**src/rtl/sipo_pkg.sv**
```systemverilog
// Shared types and sizing helpers for the serial-to-word capture stage.
// No logic; no latency. Build option SIPO_PARIDAD_EN appends an even-parity bit to each word.
// Backpressure: not applicable.
package sipo_pkg;

    typedef enum logic {
        RECIBE  = 1'b0,
        ENTREGA = 1'b1
    } estado_t;

`ifdef SIPO_PARIDAD_EN
    localparam int BITS_EXTRA = 1;
`else
    localparam int BITS_EXTRA = 0;
`endif

    function automatic int ancho_contador(input int n);
        return $clog2(n + 1);
    endfunction

    // Serial bits that make up one word on the link, parity included when enabled.
    function automatic int bits_por_palabra(input int n);
        return n + BITS_EXTRA;
    endfunction

endpackage

```
**src/rtl/contador_bits.sv**
```systemverilog
// Modulo-M up-counter with synchronous clear and count enable; flags the last count.
// Latency: count updates on the enabled edge; the terminal flag is combinational from the count.
// Backpressure: none; holds its value while the enable is low.
module contador_bits #(
    parameter int M = 4,
    parameter int W = $clog2(M + 1)
) (
    input  logic         reloj,
    input  logic         borrar,
    input  logic         habilitar,
    output logic [W-1:0] cuenta,
    output logic         terminal
);

    assign terminal = (cuenta == W'(M - 1));

    always_ff @(posedge reloj) begin
        if (borrar) begin
            cuenta <= '0;
        end else if (habilitar) begin
            cuenta <= terminal ? '0 : cuenta + W'(1);
        end
    end

endmodule

```
**src/rtl/reg_sipo_captura.sv**
```systemverilog
// Serial-in/parallel-out capture: shifts N bits MSB first, then offers the word with valid/ready.
// Latency: palabra_valida rises 1 clock after the last serial bit; build option SIPO_PARIDAD_EN adds a parity bit and error flag.
// Backpressure: listo_serie drops while a word waits, so serial bits stall until listo_sig takes it.
module reg_sipo_captura
    import sipo_pkg::*;
#(
    parameter int N = 4
) (
    input  logic         reloj,
    input  logic         reset_despeje,
    input  logic         bit_valido,
    input  logic         dato_serie,
    output logic         listo_serie,
    output logic [N-1:0] palabra,
    output logic         palabra_valida,
    input  logic         listo_sig,
    output logic         error_paridad
);

    localparam int CW               = ancho_contador(N);
    localparam int BITS_POR_PALABRA = bits_por_palabra(N);

    estado_t        estado, estado_sig;
    logic           acepta;
    logic           ultimo;
    logic [CW-1:0]  cuenta;
    logic [N-1:0]   sr;

    assign acepta = (estado == RECIBE) && bit_valido;

    contador_bits #(
        .M (BITS_POR_PALABRA),
        .W (CW)
    ) u_contador (
        .reloj     (reloj),
        .borrar    (reset_despeje),
        .habilitar (acepta),
        .cuenta    (cuenta),
        .terminal  (ultimo)
    );

    always_ff @(posedge reloj) begin
        if (reset_despeje) begin
            estado <= RECIBE;
        end else begin
            estado <= estado_sig;
        end
    end

    // Handshake outputs decode only the registered state, never the inputs.
    always_comb begin
        estado_sig     = estado;
        listo_serie    = 1'b0;
        palabra_valida = 1'b0;
        case (estado)
            RECIBE: begin
                listo_serie = 1'b1;
                if (acepta && ultimo) begin
                    estado_sig = ENTREGA;
                end
            end
            ENTREGA: begin
                palabra_valida = 1'b1;
                if (listo_sig) begin
                    estado_sig = RECIBE;
                end
            end
            default: estado_sig = RECIBE;
        endcase
    end

    always_ff @(posedge reloj) begin
        if (reset_despeje) begin
            sr      <= '0;
            palabra <= '0;
        end else if (acepta) begin
            sr <= {sr[N-2:0], dato_serie};
            if (ultimo) begin
`ifdef SIPO_PARIDAD_EN
                // The final bit is parity, so the data word is already complete in sr.
                palabra <= sr;
`else
                palabra <= {sr[N-2:0], dato_serie};
`endif
            end
        end
    end

`ifdef SIPO_PARIDAD_EN
    logic error_q;

    always_ff @(posedge reloj) begin
        if (reset_despeje) begin
            error_q <= 1'b0;
        end else if (acepta && ultimo) begin
            error_q <= (^sr) ^ dato_serie;
        end
    end

    assign error_paridad = error_q;
`else
    assign error_paridad = 1'b0;
`endif

    a_cuenta_en_rango : assert property (@(posedge reloj) disable iff (reset_despeje)
        cuenta < CW'(BITS_POR_PALABRA));

endmodule

```
**config.mk**
```make
export PLATFORM = sky130hd
export DESIGN_NAME = reg_sipo_captura
export DESIGN_NICKNAME = d
export VERILOG_FILES = /design/src/rtl/sipo_pkg.sv /design/src/rtl/contador_bits.sv /design/src/rtl/reg_sipo_captura.sv
export SDC_FILE = /design/constraint.sdc
export NUM_CORES = 1
export LEC_CHECK = 0
export BUFFER_PORTS_ARGS = -buffer_cell sky130_fd_sc_hd__clkbuf_2
export CAP_MARGIN = 5
export CORE_AREA = 2 2 39 41
export DETAILED_ROUTE_END_ITERATION = 12
export DIE_AREA = 0 0 41 43
export PLACE_DENSITY = 0.57
export SLEW_MARGIN = 20
export SYNTH_ARGS = -nofsm -noshare
export SYNTH_HDL_FRONTEND = slang
export SYNTH_SLANG_ARGS = --single-unit
```
**constraint.sdc**
```tcl
create_clock -name reloj -period 1.2 [get_ports reloj]
set_input_delay 0.06 -clock reloj [delete_from_list [all_inputs] [get_ports reloj]]
set_output_delay 0.06 -clock reloj [all_outputs]
set_load 0.02 [all_outputs]
```
==> results of run 1 <==
flip-flops by register name, indices dropped and copies added, names as in the netlist:
register / count
palabra: 4
sr: 3
u_contador.cuenta: 3
estado: 1
synth_stat cells:
library cell | count | area share
a21oi_1 | 2 | 0.023
inv_1 | 2 | 0.017
buf_2 | 1 | 0.011
nor3_1 | 2 | 0.023
ha_1 | 1 | 0.029
dfxtp_1 | 11 | 0.51
clkbuf_1 | 1 | 0.0086
conb_1 | 1 | 0.0086
nand2b_1 | 1 | 0.014
buf_4 | 1 | 0.017
xnor2_1 | 1 | 0.020
nor2_1 | 8 | 0.069
buf_6 | 1 | 0.026
mux2i_1 | 8 | 0.18
and4bb_2 | 1 | 0.029
nor2b_1 | 1 | 0.014
routing by layer:
| metal | vias up | wire length (um) | global-route usage |
|---|---|---|---|
| li1 | 165 | - | - |
| met4 | 0 | 0 | 0.0400 |
| met5 | - | 0 | 0 |
| met3 | 0 | 56 | 0.0942 |
| met2 | 10 | 314 | 0.125 |
| met1 | 136 | 333 | 0.127 |
layout make-up:
class                   instances  share of cell area
well taps                      16              0.0365
repair buffers                 13               0.132
clock buffers                   4              0.0479
multi-input cells              26               0.363
inverters                       2              0.0137
flip-flops and latches         11               0.406
through the flow:
| stage | hold WS (ns) | instance area (um^2) | power [mW] | TNS [ns] | utilization |
|---|---|---|---|---|---|
| floorplan | 0.207 | 435 | 0.437 | 0 | - |
| detailed placement | 0.335 | 500 | 0.455 | -0.0923 | 0.362 |
| finish | 0.0606 | 548 | 0.706 | 0 | 0.396 |
| global placement | 0.327 | 500 | 0.454 | -0.0628 | 0.362 |
| global route | 0.0810 | 548 | 0.748 | -0.125 | 0.396 |
| CTS | 0.0556 | 532 | 0.712 | 0 | 0.384 |
power breakdown:
group          switching [mW]  internal [mW]
combinational          0.0319         0.0364
sequential             0.0102          0.379
clock                   0.121          0.128
total                   0.163          0.544
worst max-delay path by stage:
stage | endpoint | depth (start not counted)
finish | palabra[1]$_SDFFE_PP0P_ | 4
global route | palabra[3]$_SDFFE_PP0P_ | 4
CTS | palabra[3]$_SDFFE_PP0P_ | 4
detailed placement | palabra[3]$_SDFFE_PP0P_ | 4
global placement | palabra[1]$_SDFFE_PP0P_ | 4
floorplan | palabra[0]$_SDFFE_PP0P_ | 4
cell families (layout without fill, tap and decap cells):
family                   count (synthesis)  count (layout)
other                                    1               1
flip-flops                              11              11
AO/OA/AOI/OAI                            2               2
XOR/XNOR                                 1               1
adder cells (fa/ha/maj)                  1               1
AND/OR/NAND/NOR                         13              13
buffers and inverters                    6              19
multiplexers                             8               8
critical path, delay by kind of cell, from the launching register on:
family | cells | cell delay (ns)
flops | 1 | 0.36
mux | 1 | 0.19
simple gates | 2 | 0.37
fa+ha+maj | 1 | 0.14
repair_timing:
action / in CTS / in global routing
pin swaps: 0 / 2
resized for setup: 2 / 4
endpoints found under the setup margin: 4 / 5
==> summary.md, run 1 <==
- **global-route wire length before repair** 1.15 mm
- **cell depth of the worst flop-to-flop path** 4
- **master cell of the clock root buffer** clkbuf_4
- **non-filler instance count after layout** 72
- **dpl cells** 68
- **highest-count cells in the layout ignoring fill and taps** 10 x clkbuf_2, 9 x dfxtp_1, 8 x mux2i_1, 8 x nor2_1
- **TritonCTS clock tree** done
- **count of port buffers added during placement** 10
- **CTS sink cnt** 11
- **reg2reg end** palabra[1]$_SDFFE_PP0P_
- **footprint of the flip-flops and latches** 223 um^2
- **WP data arrival** 1.32 ns
- **Total Die Area** 1760 um^2
- **count of standard-cell rows** 14
- **number of hold buffers added after cts** 0
- **maximum count of clock buffers along a single path** 2
- **register bit total from synthesis** 11
- **most common library cell in the layout ignoring fill and taps** clkbuf_2
- **required time at the endpoint of the critical path** 1.35 ns
- **DRT iter0 DRCs** 1
- **Avg Inst Size Synth** 10.1 um^2
- **number of endpoints with negative hold slack in the final report** 0
- **synthesized-area fraction occupied by xor and xnor cells** 0.0201
- **Setup Buffers After CTS** 0
- **biggest fanout along the worst timing path** 7
- **Min-Delay Path Depth** 3
- **count of antenna diodes in the layout** 0
- **number of ports placed on the die boundary** 12
- **Hold Startpoint** dato_serie
- **series of cell instances along the critical path** ha_4, and4bb_4, mux2i_1, nor2_1
- **total overflow reported by the global router** 0
- **PwrDens** 1290 nW/um^2
- **largest net degree at the start of global routing** 12
- **Highest Clock Rate** 852 MHz
- **final critical delay including setup and external delays** 1.17 ns
- **final RePlAce weighted congestion** 0.589
- **multi-input gate area in the final layout** 199 um^2
- **category of the worst setup path capture point** flop
- **Skew-Pair Late Insertion Delay** 0.27 ns
- **vias after detailed routing** 311
- **height of the die** 43 um
- **slack of the worst reg-to-reg path** 0.03 ns
- **H-tree depth reported by CTS** 1
- **clk_skew** 0.00983 ns
- **summed instance area of the synthesized netlist** 435 um^2
- **critical path startpoint** u_contador.cuenta[0]$_SDFFE_PP0P_
- **max-capacitance violation count** 0
- **number of library cell types mapped by synthesis** 16
- **synthesized-area fraction occupied by adder cells** 0.0287
- **main combinational cell family by area after synthesis** multiplexers
- **leakage power of the design** 0.239 nW
- **synthesized netlist cell count** 43
- **Avg Vias per Cell** 4.32
- **Warnings, synthesis** 0
- **Chip Width** 41 um
- **filler instances** 143
- **post-layout worst setup margin** 0.0261 ns
- **post-route DRC violation count** 0
- **antenna violations before repair** 0
- **clock slew at the register clock pins of the worst setup and hold paths** 0.07 ns
- **net count reported at finish** 63
- **Worst Path Class, Setup** reg -> reg
- **area fraction in compound gates after synthesis** 0.0230
- **fraction of the cycle the final worst path needs** 0.978
- **placeable core region** 1380 um^2
- **Layout area overhead** 25.9%
- **unrepaired setup endpoints after global routing** true
- **Initial Utilization** 0.315
- **run status** completed
- **proportion of synthesized area in mux cells** 0.184
- **average wire length per cell after detail routing** 9.76 um
- **detailed placer's ending HPWL** 483 um
- **TritonCTS buffer count** 3
- **Net Count, Synth** 49
- **Initial DRT Pass Iterations** 2
- **Final Routed Wirelength** 703 um
- **Routed Antenna Nets** 0
- **launch point of the worst reg-to-reg path** u_contador.cuenta[0]$_SDFFE_PP0P_
- **Critical Path Start Type** flop
- **proportion of layout cells with a drive suffix above 1** 0.375
- **Worst IR Drop VDD** 0.000595 V
- **Slowest cell on crit path** dfxtp_2
- **post-synthesis share of cell area spent on and, or, nand and nor gates** 0.149
- **GRT Resource Usage Total** 0.104
- **worst slack at placement** -0.0334 ns
- **biggest cell delay along the critical path** 0.36 ns
- **kind of path behind the tightest hold check** in -> reg
- **register area share after synthesis** 0.506
- **vias in the first global route** 292
- **count of endpoints failing setup in the final report** 0
- **terminating pin of the worst hold path** sr[0]$_SDFFE_PP0P_
- **Final Max Slew Viols** 0
(Power assumes the default switching activity.)
==> run 2: changes to the inputs <==
--- a/config.mk
+++ b/config.mk
@@ -10,7 +10,8 @@
 export CORE_AREA = 2 2 39 41
 export DETAILED_ROUTE_END_ITERATION = 12
 export DIE_AREA = 0 0 41 43
-export PLACE_DENSITY = 0.57
+export GPL_ROUTABILITY_DRIVEN = 0
+export RECOVER_POWER = 100
 export SLEW_MARGIN = 20
 export SYNTH_ARGS = -nofsm -noshare
 export SYNTH_HDL_FRONTEND = slang
==> run 2 against run 1 <==
Compared with the run above:
- clock skew decreased by 0.0081 ns
- worst hold slack lost 0.012 ns
- cell count did not move
- count of clock-buffer cells in the layout decreased by 1
- sequential share of layout area grew 0.95 points
- combinational power is 2% lower
- total power increased by 0.95%
- die area is the same
- routed wire length grew 3.0%
- sequential power is essentially flat
- global-route usage fell by 0.12 points
==> summary.md, run 2 (synthesized netlist as in run 1, its figures left out) <==
- **run status** completed
- **average wire length per cell after detail routing** 10.1 um, +3.0%
- **final design utilization** 0.387, -0.00904
- **WP data arrival** 1.33 ns, about the same
- **DRT iter0 DRCs** 0, -1
- **worst slack at placement** -0.0534 ns, -0.0200 ns
- **net switching power** 0.176 mW, +8.2%
- **Worst Path Class, Setup** reg -> reg
- **proportion of layout cells with a drive suffix above 1** 0.250, -0.125
- **Total Die Area** 1760 um^2, unchanged
- **Total Power** 0.713 mW, +0.95%
- **cell area after placement** 500 um^2, unchanged
- **max-capacitance violation count** 0, unchanged
- **Initial DRT Pass Iterations** 1, -1
- **TritonCTS buffer count** 3, unchanged
- **net count reported at finish** 63, unchanged
- **final hold slack** 0.0491 ns, -0.0115 ns
- **most common library cell in the layout ignoring fill and taps** dfxtp_1
- **critical path startpoint** u_contador.cuenta[1]$_SDFFE_PP0P_
- **Skew-Pair Late Insertion Delay** 0.27 ns, about the same
- **count of standard-cell rows** 14, unchanged
- **highest-count cells in the layout ignoring fill and taps** 9 x dfxtp_1, 8 x mux2i_1, 8 x nor2_1
- **H-tree depth reported by CTS** 1, unchanged
- **category of the worst setup path capture point** flop
- **count of endpoints failing setup in the final report** 0, unchanged
- **fraction of the cycle the final worst path needs** 0.970, -0.00788
- **required time at the endpoint of the critical path** 1.36 ns, about the same
- **vias in the first global route** 309, +5.8%
- **launch point of the worst reg-to-reg path** u_contador.cuenta[1]$_SDFFE_PP0P_
- **Hold Startpoint** dato_serie
- **unrepaired setup endpoints after global routing** true
- **combinational share of power** 0.094, -0.003
- **cell internal power dissipation** 0.537 mW, -1.2%
- **placeable core region** 1380 um^2, unchanged
- **number of endpoints with negative hold slack in the final report** 0, unchanged
- **maximum count of clock buffers along a single path** 2, unchanged
- **antenna violations before repair** 0, unchanged
- **clock slew at the register clock pins of the worst setup and hold paths** 0.07 ns, about the same
- **Chip Width** 41 um, unchanged
- **post-route DRC violation count** 0, unchanged
- **accumulated negative setup slack** 0 ns, unchanged
- **PwrDens** 1330 nW/um^2, +3.3%
- **post-layout worst setup margin** 0.0355 ns, +0.00946 ns
- **Layout area overhead** 23.0%
- **flip-flop count of the largest register, all copies and words added** 4, unchanged
- **biggest fanout along the worst timing path** 7, unchanged
- **vias after detailed routing** 309, -0.64%
- **final instance area** 536 um^2, -2.3%
- **Clock Power Share** 0.362, +0.009
- **Initial Utilization** 0.315, unchanged
- **leakage power of the design** 0.216 nW, -9.4%
- **final critical delay including setup and external delays** 1.16 ns, -0.00946 ns
- **clk_skew** 0.00177 ns, -0.00806 ns
- **non-filler instance count after layout** 72, unchanged
- **Worst IR Drop VDD** 0.000425 V, -29%
- **largest register by flop count** palabra
- **CTS sink cnt** 11, unchanged
- **Routed Antenna Nets** 0, unchanged
- **Critical Path Start Type** flop
- **Avg Vias per Cell** 4.29, -0.64%
- **total overflow reported by the global router** 0, unchanged
- **count of antenna diodes in the layout** 0, unchanged
- **GRT Resource Usage Total** 0.103, -0.00122
- **switch share** 0.247, +0.0165
- **largest net degree at the start of global routing** 12, unchanged
- **portion of total power attributed to sequential cells** 0.545, -0.006
- **count of port buffers added during placement** 10, unchanged
- **master cell of the clock root buffer** clkbuf_4
- **Highest Clock Rate** 859 MHz, +0.81%
- **registers with the most flip-flops** palabra (4), sr (3), u_contador.cuenta (3)
- **Final Routed Wirelength** 724 um, +3.0%
- **number of hold buffers added after cts** 0, unchanged
- **height of the die** 43 um, unchanged
- **number of ports placed on the die boundary** 12, unchanged
- **TritonCTS clock tree** done
- **kind of path behind the tightest hold check** in -> reg
- **dpl cells** 68, unchanged
- **Final Max Slew Viols** 0, unchanged
- **global-route wire length before repair** 1.19 mm, +3.6%
[run 2: worst paths after layout]
check,end,slack [ns],cells after the start
max reg2reg,palabra[1]$_SDFFE_PP0P_,0.04,4
min,palabra[0]$_SDFFE_PP0P_,0.05,3
min reg2reg,u_contador.cuenta[2]$_SDFFE_PP0P_,0.45,2
max,palabra[1]$_SDFFE_PP0P_,0.04,4
[run 2: power by group through the flow]
stage          clock (mW)  sequential (mW)  combinational [mW]
3_5_place_dp            0            0.393              0.0638
2_1_floorplan           0            0.393              0.0440
6_report            0.258            0.388              0.0668
5_1_grt             0.295            0.391              0.0742
3_3_place_gp            0            0.392              0.0622
4_1_cts             0.276            0.389              0.0675
[run 2: critical path: stages (launching register included)]
cell and delay (ns):
dfxtp_2 0.36, ha_4 0.13, and4bb_4 0.31, mux2i_1 0.20
nor2_1 0.06
[run 2: layout make-up]
type,instances,area (um^2)
clock buffers,3,22.5
clock inverters,1,5.00
fillers,149,848
inverters,2,7.51
multi-input cells,26,196
flip-flops and latches,11,223
well taps,16,20.0
repair buffers,13,61.3
[run 2: per-layer routing]
metal | vias up | share of wire | track usage
li1 | 163 | - | -
met1 | 135 | 0.46 | 0.0974
met2 | 9 | 0.45 | 0.159
met3 | 2 | 0.069 | 0.0628
met4 | 0 | 0.011 | 0.0600
met5 | - | 0 | 0
[run 2: timing repair]
action / in CTS / in global routing
setup endpoints to repair: 4 / 4
hold endpoints to repair: 0 / 0
setup buffers: 0 / 0
cloned: 0 / 0
pin swaps: 1 / 3
resized for setup: 5 / 0
==> run 3: changes to the inputs <==
--- a/config.mk
+++ b/config.mk
@@ -15,4 +15,5 @@
 export SLEW_MARGIN = 20
 export SYNTH_ARGS = -nofsm -noshare
 export SYNTH_HDL_FRONTEND = slang
+export SYNTH_HIERARCHICAL = 1
 export SYNTH_SLANG_ARGS = --single-unit
==> run 3 against run 2 <==
Compared with the run above:
- first-iteration DRC count grew 7
- clock skew grew 0.00084 ns
- sequential power shrank 2%
- cell area grew 3.5%
- non-clock buffer count grew 1
- largest power group unchanged
==> summary.md, run 3 <==
- **Worst IR Drop VDD** 0.000459 V, +7.9%
- **total overflow reported by the global router** 0, unchanged
- **final critical delay including setup and external delays** 1.11 ns, -0.0546 ns
- **series of cell instances along the critical path** ha_2, nor2b_4, nand3b_1, nand2_1, a21oi_1
- **number of ports placed on the die boundary** 12, unchanged
- **run status** completed
- **most common library cell in the layout ignoring fill and taps** dfxtp_1
- **vias in the first global route** 290, -6.1%
- **launch point of the worst reg-to-reg path** u_contador/cuenta[1]$_SDFFE_PP0P_
- **count of flip-flops with a built-in enable after synthesis** 0, unchanged
- **largest register by flop count** palabra
- **number of library cell types mapped by synthesis** 18, +2
- **Avg Inst Size Synth** 9.20 um^2, -9.1%
- **detailed placer's ending HPWL** 543 um
- **TritonCTS buffer count** 3, unchanged
- **maximum count of clock buffers along a single path** 2, unchanged
- **largest cells by area after synthesis** dfxtp_1 50%, mux2i_1 9.1%, a21oi_1 5.7%
- **register bit total from synthesis** 11, unchanged
- **master cell of the clock root buffer** clkbuf_4
- **slack of the worst reg-to-reg path** 0.09 ns, +0.05 ns
- **required time at the endpoint of the critical path** 1.36 ns, about the same
- **Skew-Pair Late Insertion Delay** 0.27 ns, about the same
- **fraction of the cycle the final worst path needs** 0.925, -0.0455
- **number of endpoints with negative hold slack in the final report** 0, unchanged
- **biggest fanout along the worst timing path** 5, -2
- **CP Capture Point** palabra[3]$_SDFFE_PP0P_
- **largest net degree at the start of global routing** 12, unchanged
- **registers with the most flip-flops** palabra (4), sr (3), u_contador/cuenta (3)
- **Warnings, synthesis** 6, +6
- **highest-count cells in the layout ignoring fill and taps** 10 x dfxtp_1, 7 x clkbuf_1, 5 x a21oi_1
- **Chip Width** 41 um, unchanged
- **count of endpoints failing setup in the final report** 0, unchanged
- **number of hold buffers added after cts** 0, unchanged
- **average wire length per cell after detail routing** 9.20 um, -8.5%
- **DRT iter0 DRCs** 7, +7
- **Worst Path Class, Setup** reg -> reg
- **placeable core region** 1380 um^2, unchanged
- **summed instance area of the synthesized netlist** 442 um^2, +1.4%
- **reg2reg end** palabra[3]$_SDFFE_PP0P_
- **category of the worst setup path capture point** flop
- **Final Max Slew Viols** 0, unchanged
- **leakage power of the design** 0.223 nW, +3.2%
- **post-route DRC violation count** 0, unchanged
- **WP data arrival** 1.27 ns, -0.06 ns
- **critical path startpoint** u_contador/cuenta[1]$_SDFFE_PP0P_
- **most common cell in the synthesized netlist** dfxtp_1
- **PwrDens** 1240 nW/um^2, -6.9%
- **Total Power** 0.687 mW, -3.6%
- **count of antenna diodes in the layout** 0, unchanged
- **synthesized netlist cell count** 48, +12%
- **CTS sink cnt** 11, unchanged
- **Avg Vias per Cell** 4.48, +4.4%
- **share of the synthesized area in the top cell type** 0.499, -0.00716
- **H-tree depth reported by CTS** 1, unchanged
- **max-capacitance violation count** 0, unchanged
- **Initial DRT Pass Iterations** 4, +3
- **register area share after synthesis** 0.499, -0.00716
- **library cell occupying the most area in the post-synthesis netlist** dfxtp_1
- **count of standard-cell rows** 14, unchanged
- **Initial Utilization** 0.319, +0.00452
- **Total Die Area** 1760 um^2, unchanged
- **biggest cell delay along the critical path** 0.33 ns, -0.03 ns
- **Net Count, Synth** 54, +10%
- **height of the die** 43 um, unchanged
- **GRT Resource Usage Total** 0.0978, -0.00494
- **Routed Antenna Nets** 0, unchanged
- **vias after detailed routing** 354, +15%
- **Critical Path Start Type** flop
- **net count reported at finish** 70, +11%
- **count of port buffers added during placement** 10, unchanged
- **TritonCTS clock tree** done
- **clock slew at the register clock pins of the worst setup and hold paths** 0.07 ns, about the same
- **antenna violations before repair** 0, unchanged
- **proportion of layout cells with a drive suffix above 1** 0.238, -0.0119
- **cell depth of the worst flop-to-flop path** 5, +1
- **final hold slack** 0.0549 ns, +0.00585 ns
- **Layout area overhead** 25.5%
- **flip-flop count of the largest register, all copies and words added** 4, unchanged
- **Slowest cell on crit path** dfxtp_1
- **global-route wire length before repair** 1.11 mm, -7.0%
- **kind of path behind the tightest hold check** in -> reg
- **Highest Clock Rate** 901 MHz, +4.9%
- **Commonest cells post-synth** 11 x dfxtp_1, 5 x a21oi_1
- **share of flip-flops with an asynchronous set or reset** 0, unchanged
- **clk_skew** 0.00261 ns, +0.000841 ns
- **top_reg_cell synth** dfxtp_1
- **Final Routed Wirelength** 727 um, +0.41%
## run 3: changes by cell type after synthesis, sizes merged, moves of 2 or more
cell / before / now
nor2b: 1 / 3
nor2: 8 / 4
nand2b: 1 / 3
nor3: 2 / 0
nand3: 0 / 4
a21oi: 2 / 5
mux2i: 8 / 4
nand2: 0 / 4
## run 3: logic make-up after synthesis
logic type,Yosys count,synth area share
AO/OA/AOI/OAI,7,0.0850
adder cells (fa/ha/maj),1,0.0283
buffers and inverters,5,0.0680
flip-flops,11,0.499
multiplexers,4,0.0907
other,1,0.00849
AND/OR/NAND/NOR,19,0.221
## run 3: critical path, delay by kind of cell (launching register included)
family	cells	cell delay [ns]
and+or+nand+nor	3	0.42
AOI/OAI and AO/OA	1	0.06
adders and majority gates	1	0.18
DFF	1	0.33
## run 3: how the worst min path moves through the flow
stage                              from                           endpoint  cells after the start
after floorplan           reset_despeje  u_contador/cuenta[0]$_SDFFE_PP0P_                      1
after global placement       dato_serie                 sr[0]$_SDFFE_PP0P_                      3
after detailed placement     dato_serie            palabra[0]$_SDFFE_PP0P_                      3
after CTS                    dato_serie            palabra[0]$_SDFFE_PP0P_                      3
after global routing         dato_serie            palabra[0]$_SDFFE_PP0P_                      3
final                        dato_serie            palabra[0]$_SDFFE_PP0P_                      3
## run 3: power breakdown
part	internal (mW)	switching, mW	total [mW]	leakage (nW)
clock network	0.129	0.120	0.248	0.0150
logic	0.0287	0.0289	0.0576	0.119
registers	0.375	0.00599	0.381	0.0896
## run 3: cell type report
| cell class | count | area, um^2 |
|---|---|---|
| Sequential cell | 11 | 221 |
| Fill cell | 151 | 830 |
| Clock buffer | 4 | 26.3 |
| Multi-Input combinational cell | 32 | 206 |
| Tap cell | 16 | 20.0 |
| Inverter | 2 | 7.51 |
| Timing Repair Buffer | 14 | 72.6 |
## run 3: routing by layer
metal,part of all wire,vias up,GRT usage
li1,-,187,-
met1,0.45,154,0.111
met2,0.47,11,0.131
met3,0.058,2,0.0314
met4,0.019,0,0.100
met5,0,-,0
## run 3: per-stage QoR
step                setup slack (ns)   util  setup TNS, ns  cells  instance area (um^2)
finish                        0.0902  0.401              0     79                   554
global route                -0.00964  0.401       -0.00964     79                   554
CTS                          0.00223  0.389              0     77                   538
detailed placement           -0.0467  0.366         -0.169     73                   507
global placement            -0.00242  0.366       -0.00284     73                   507
floorplan                     0.0779      -              0     48                   444
## run 3: what timing repair did
| item | 4_1_cts | 5_1_grt |
|---|---|---|
| endpoints found under the setup margin | 5 | 5 |
| resized for setup | 1 | 3 |
| setup buffers | 0 | 2 |
| hold endpoints to repair | 0 | 0 |
| pin swaps | 0 | 1 |
